===== src/rtl/jzjpcc_mmio_ports.sv =====
// Memory-mapped bank of NUM_PORTS bidirectional 32-bit IO ports for the jzjpcc core.
// Optional input-change interrupt and status word are enabled with JZJPCC_MMIO_CHANGE_IRQ_EN.
module jzjpcc_mmio_ports #(
  parameter int NUM_PORTS   = 8,
  parameter int SYNC_STAGES = 2
) (
  input  logic                        clock,
  input  logic                        reset,
  input  logic [29:0]                 address,
  input  logic                        readEnable,
  input  logic                        writeEnable,
  input  logic [3:0]                  byteEnable,
  input  logic [31:0]                 writeData,
  output logic                        hit,
  output logic [31:0]                 readData,
  input  logic [NUM_PORTS-1:0][31:0]  mmioInputs,
  output logic [NUM_PORTS-1:0][31:0]  mmioOutputs,
  output logic [NUM_PORTS-1:0][31:0]  mmioDirection,
  output logic                        changeIrq
);

  // Requests are single-cycle and never back-pressured: readEnable/writeEnable act
  // only when hit=1, writes land on the next edge, reads appear one edge later.

  localparam logic [29:0] BASE_W = 30'((1 << 30) - 2 * NUM_PORTS);

  logic                        in_range;
  logic [29:0]                 off;
  logic [NUM_PORTS-1:0]        dir_hit;
  logic [NUM_PORTS-1:0]        data_hit;
  logic                        status_hit;
  logic [31:0]                 lane_mask;
  logic [31:0]                 rd_val;
  logic [31:0]                 pending_word;
  logic [NUM_PORTS-1:0][31:0]  sync_in;

  assign in_range  = (address >= BASE_W);
  assign off       = address - BASE_W;
  assign lane_mask = {{8{byteEnable[3]}}, {8{byteEnable[2]}},
                      {8{byteEnable[1]}}, {8{byteEnable[0]}}};

  always_comb begin
    dir_hit  = '0;
    data_hit = '0;
    for (int i = 0; i < NUM_PORTS; i++) begin
      dir_hit[i]  = in_range && (off == 30'(i));
      data_hit[i] = in_range && (off == 30'(NUM_PORTS + i));
    end
  end

  assign hit = (|dir_hit) | (|data_hit) | status_hit;

  // Data reads return the driven value on output bits and the synchronized pin on input bits.
  always_comb begin
    rd_val = '0;
    for (int i = 0; i < NUM_PORTS; i++) begin
      if (dir_hit[i]) rd_val = mmioDirection[i];
      if (data_hit[i]) rd_val = (mmioDirection[i] & mmioOutputs[i]) |
                                (~mmioDirection[i] & sync_in[i]);
    end
    if (status_hit) rd_val = pending_word;
  end

  generate
    if (SYNC_STAGES == 0) begin : g_no_sync
      assign sync_in = mmioInputs;
    end else begin : g_sync
      logic [NUM_PORTS-1:0][31:0] sync_q [SYNC_STAGES];
      always_ff @(posedge clock) begin
        if (reset) begin
          for (int s = 0; s < SYNC_STAGES; s++) sync_q[s] <= '0;
        end else begin
          sync_q[0] <= mmioInputs;
          for (int s = 1; s < SYNC_STAGES; s++) sync_q[s] <= sync_q[s-1];
        end
      end
      assign sync_in = sync_q[SYNC_STAGES-1];
    end
  endgenerate

  always_ff @(posedge clock) begin
    if (reset) begin
      readData      <= '0;
      mmioOutputs   <= '0;
      mmioDirection <= '0;
    end else begin
      if (readEnable && hit) readData <= rd_val;
      if (writeEnable) begin
        for (int i = 0; i < NUM_PORTS; i++) begin
          if (dir_hit[i])
            mmioDirection[i] <= (mmioDirection[i] & ~lane_mask) | (writeData & lane_mask);
          if (data_hit[i])
            mmioOutputs[i] <= (mmioOutputs[i] & ~lane_mask) | (writeData & lane_mask);
        end
      end
    end
  end

`ifdef JZJPCC_MMIO_CHANGE_IRQ_EN
  localparam logic [29:0] STATUS_W = BASE_W - 30'd1;

  logic [NUM_PORTS-1:0][31:0] prev_in;
  logic [NUM_PORTS-1:0]       pending;
  logic [NUM_PORTS-1:0]       pend_set;
  logic [NUM_PORTS-1:0]       pend_clr;
  logic                       irq_q;

  assign status_hit = (address == STATUS_W);

  always_comb begin
    pend_set = '0;
    pend_clr = '0;
    for (int i = 0; i < NUM_PORTS; i++)
      pend_set[i] = |((sync_in[i] ^ prev_in[i]) & ~mmioDirection[i]);
    if (writeEnable && status_hit)
      pend_clr = writeData[NUM_PORTS-1:0] & lane_mask[NUM_PORTS-1:0];
  end

  // Set is ORed in after the clear so a change on the clear edge is never lost.
  always_ff @(posedge clock) begin
    if (reset) begin
      prev_in <= '0;
      pending <= '0;
      irq_q   <= 1'b0;
    end else begin
      prev_in <= sync_in;
      pending <= (pending & ~pend_clr) | pend_set;
      irq_q   <= |pending;
    end
  end

  assign pending_word = 32'(pending);
  assign changeIrq    = irq_q;
`else
  assign status_hit   = 1'b0;
  assign pending_word = '0;
  assign changeIrq    = 1'b0;
`endif

endmodule


===== config.mk =====
export PLATFORM = sky130hd
export DESIGN_NAME = jzjpcc_mmio_ports
export DESIGN_NICKNAME = d
export VERILOG_FILES = /design/src/rtl/jzjpcc_mmio_ports.sv
export SDC_FILE = /design/constraint.sdc
export NUM_CORES = 2
export LEC_CHECK = 0
export ABC_AREA = 1
export BUFFER_PORTS_ARGS = -buffer_cell sky130_fd_sc_hd__buf_2
export CAP_MARGIN = 20
export CORE_AREA = 5 5 332 334
export DETAILED_ROUTE_END_ITERATION = 12
export DIE_AREA = 0 0 337 339
export GPL_TIMING_DRIVEN = 1
export HOLD_SLACK_MARGIN = 0.08
export PLACE_DENSITY_LB_ADDON = 0.08
export SYNTH_ARGS = -nofsm -noshare
export SYNTH_HDL_FRONTEND = slang
export SYNTH_SLANG_ARGS = --single-unit

===== constraint.sdc =====
create_clock -name clock -period 9.07 [get_ports clock]
set_clock_uncertainty 0.15 [all_clocks]
set_input_delay 2.2675 -clock clock [delete_from_list [all_inputs] [get_ports clock]]
set_output_delay 2.2675 -clock clock [all_outputs]
set_load 0.05 [all_outputs]

==> results.toml <==
[status]
status = "complete, no violations"

[critical_path]
r2r_slack_ns = 6.77
slowest_stage = "nor3_1"
crit_type = "input pin to output pin"
cp.required_ns = 6.65
max_stage_delay_ns = 0.51
path_cells = "buf_2, nand2_1, nor2_2, nand2_1, nor2_2, nor2_1, nor2_1, nand2_1, nor2_1, nand2_1, nor2_4, inv_2, nor3_1, buf_2"
critical_path_arrival_ns = 5.31
reg2reg_to = "readData[10]$_SDFFE_PP0P_"
cp-start-kind = "input pin"
crit_fanout = 17
reg2reg_depth = 13
crit_path_frequent_cell = "nand2_1"
worst_setup_path_end_kind = "output pin"

[floorplan]
ioPinCount = 872
die_h_um = 339
die_w_um = 337
start_util_pct = 38.4
dieArea_um2 = 114000
std_cell_rows = 120
core_um2 = 107000

[power]
power_frac_clock_pct = 47.8
internal_power_w = 0.00762
cellPowerDensity_nw_per_um2 = 197
switching_share_pct = 23.0
seqPwrFrac_pct = 48.3
ir_drop_mv = 0.184
p_comb_share_pct = 4.0
p_leak_nw = 22.1
switching_power_w = 0.00228

[cts]
cts_made_buffers = 118
cts.sink_count = 1056
ctsHtreeMaxLevel = 3
root_buffer = "clkbuf_16"
path_clk_slew_ns = 0.06
holdBufCountCts = 0
cts_tree = "yes"
cts.repair.resized = 0
cts_setup_buffers = 0
clk_path_buf_depth = 3
clk_latency_ns = 0.71

[synth]
synth_compound_area_share_pct = 13.6
muxShareOfSynthArea_pct = 0
synthXorXnorAreaFrac_pct = 0.0856
synthTopCellsByArea = "dfxtp_1, nor2_1, a211oi_1"
syn_nets = 5724
synth_edf_count = 0
synth.top_cell.area_share_pct = 51.6
synthCells = 5398
synth-adder-area-share_pct = 0
ys_seq_area_share_pct = 51.6
synth_most_common_cell = "nor2_1"
synthTopCellsByCount = "nor2_1, dfxtp_1, inv_1"
synthesis.area_um2 = 40900
yosys_register_bits = 1056
synthSimpleGateAreaFrac_pct = 22.6
synthFlopType = "dfxtp_1"
synth_top_family_by_area = "simple AND/OR/NAND/NOR gates"
synth.distinct_cells = 34
yosys_warnings = 0
synth-async-reset-ratio_pct = 0
synth_area_leader_cell = "dfxtp_1"
syn_area_per_cell_um2 = 7.58

[placement]
dp_cells = 7410
hpwlAfterDp_mm = 131
io_buffers = 870
place_area_um2 = 46200
place.gp.congestion = 0.910

[job]
cap_viol_max_count = 0

[sta]
max_freq_mhz = 129
period_needed_ns = 7.73
whs_ns = 0.237
setup_violations = 0
max-slew-margin-rel_pct = 22.9
finalCritPeriodShare_pct = 85.2
setup_tns_ns = 0
final-hold-violation-count = 0
tightest_slew_ns = 1.15
rsz0062_at_grt = "false"
drv_slew = 0

[global_route]
first_global_vias = 35300
grt_use_total_pct = 28.5
grt_max_degree = 187
antenna_found_initial = 16
grt.overflow.total = 0
grt_pass1_wl_mm = 241

[min_path]
holdPathStages = 2
holdCritStartpoint = "g_sync.sync_q[0][145]$_SDFF_PP0_"
hp-class = "flip-flop to flip-flop"
worstHoldEndpoint = "g_sync.sync_q[0][401]$_SDFF_PP0_"

[final_layout]
fin_area_um2 = 50200
final_nets = 6469
syn2layout_area_growth_pct = 22.6
final_util_pct = 47.1
stdcell_count = 7649
drive_gt1_share_pct = 18.1

[route]
wire_per_inst_um = 22.3
drt-vias-per-instance = 4.91
firstDrtPassIters = 5
dr_total_vias = 37600
drc = 0
ant_nets = 0
drt-initial-drc-count = 2469
routed_wirelength_mm = 171
## stage by stage
stage | power, W | setup slack (ns)
2_1_floorplan | 0.00507 | 2.18
3_3_place_gp | 0.00527 | 1.37
3_5_place_dp | 0.00527 | 1.36
4_1_cts | 0.00999 | 1.35
5_1_grt | 0.0102 | 1.08
6_report | 0.00989 | 1.34
## worst max-delay path, delay by kind of cell
family | cells | cell delay [ns]
AND/OR/NAND/NOR | 11 | 2.43
buffers and inverters | 3 | 0.60
## cell usage in the layout, fill, tap and decap left out, types with 36 or more instances in the layout
master     instances
clkbuf_1          36
nand2_1          585
a211oi_1         512
inv_1            991
clkbuf_16        120
nand4_1          135
nand3_1          146
dfxtp_1         1056
nor2_1          1346
o211ai_1         161
buf_2            869
a21oi_1           65
## layout make-up
| class | count | area, µm² |
|---|---|---|
| fill | 11200 | 56400 |
| sequential | 1056 | 21100 |
| multi-input combinational | 3054 | 14900 |
| timing repair buffer | 914 | 4790 |
| inverter | 999 | 3750 |
| clock buffer | 184 | 3520 |
| tap | 1403 | 1760 |
| clock inverter | 30 | 284 |
| antenna | 9 | 22.5 |
## per-layer routing
layer / track usage (%) / routed length (µm)
met1: 32.4 / 65100
met2: 52.8 / 87900
met3: 7.00 / 12200
met4: 8.21 / 5260
met5: 0 / 53
## power by group through the flow
stage	clock [W]	sequential [W]	combinational (W)
after global placement	0	0.00488	0.000396
after global routing	0.00501	0.00478	0.000432
after CTS	0.00482	0.00478	0.000398
final	0.00473	0.00478	0.000392
after detailed placement	0	0.00488	0.000396
after floorplan	0	0.00487	0.000203
## cells by family (layout without fill, tap and decap cells)
logic type,after synthesis,in the layout
compound gates,777,777
simple gates,2272,2272
buf+inv,1288,2127
other cells,1,10
flops,1056,1056
xor+xnor,4,4
## how the worst max path moves through the flow
| stage | start | end | slack, ns | cells past startpoint |
|---|---|---|---|---|
| after global routing | address[4] | hit | 1.08 | 14 |
| after CTS | address[4] | hit | 1.35 | 14 |
| final | address[4] | hit | 1.34 | 14 |
| after detailed placement | address[4] | hit | 1.36 | 14 |
| after floorplan | address[6] | hit | 2.18 | 13 |
| after global placement | address[6] | hit | 1.37 | 14 |
Note: power is estimated with default switching activity, not from simulation.
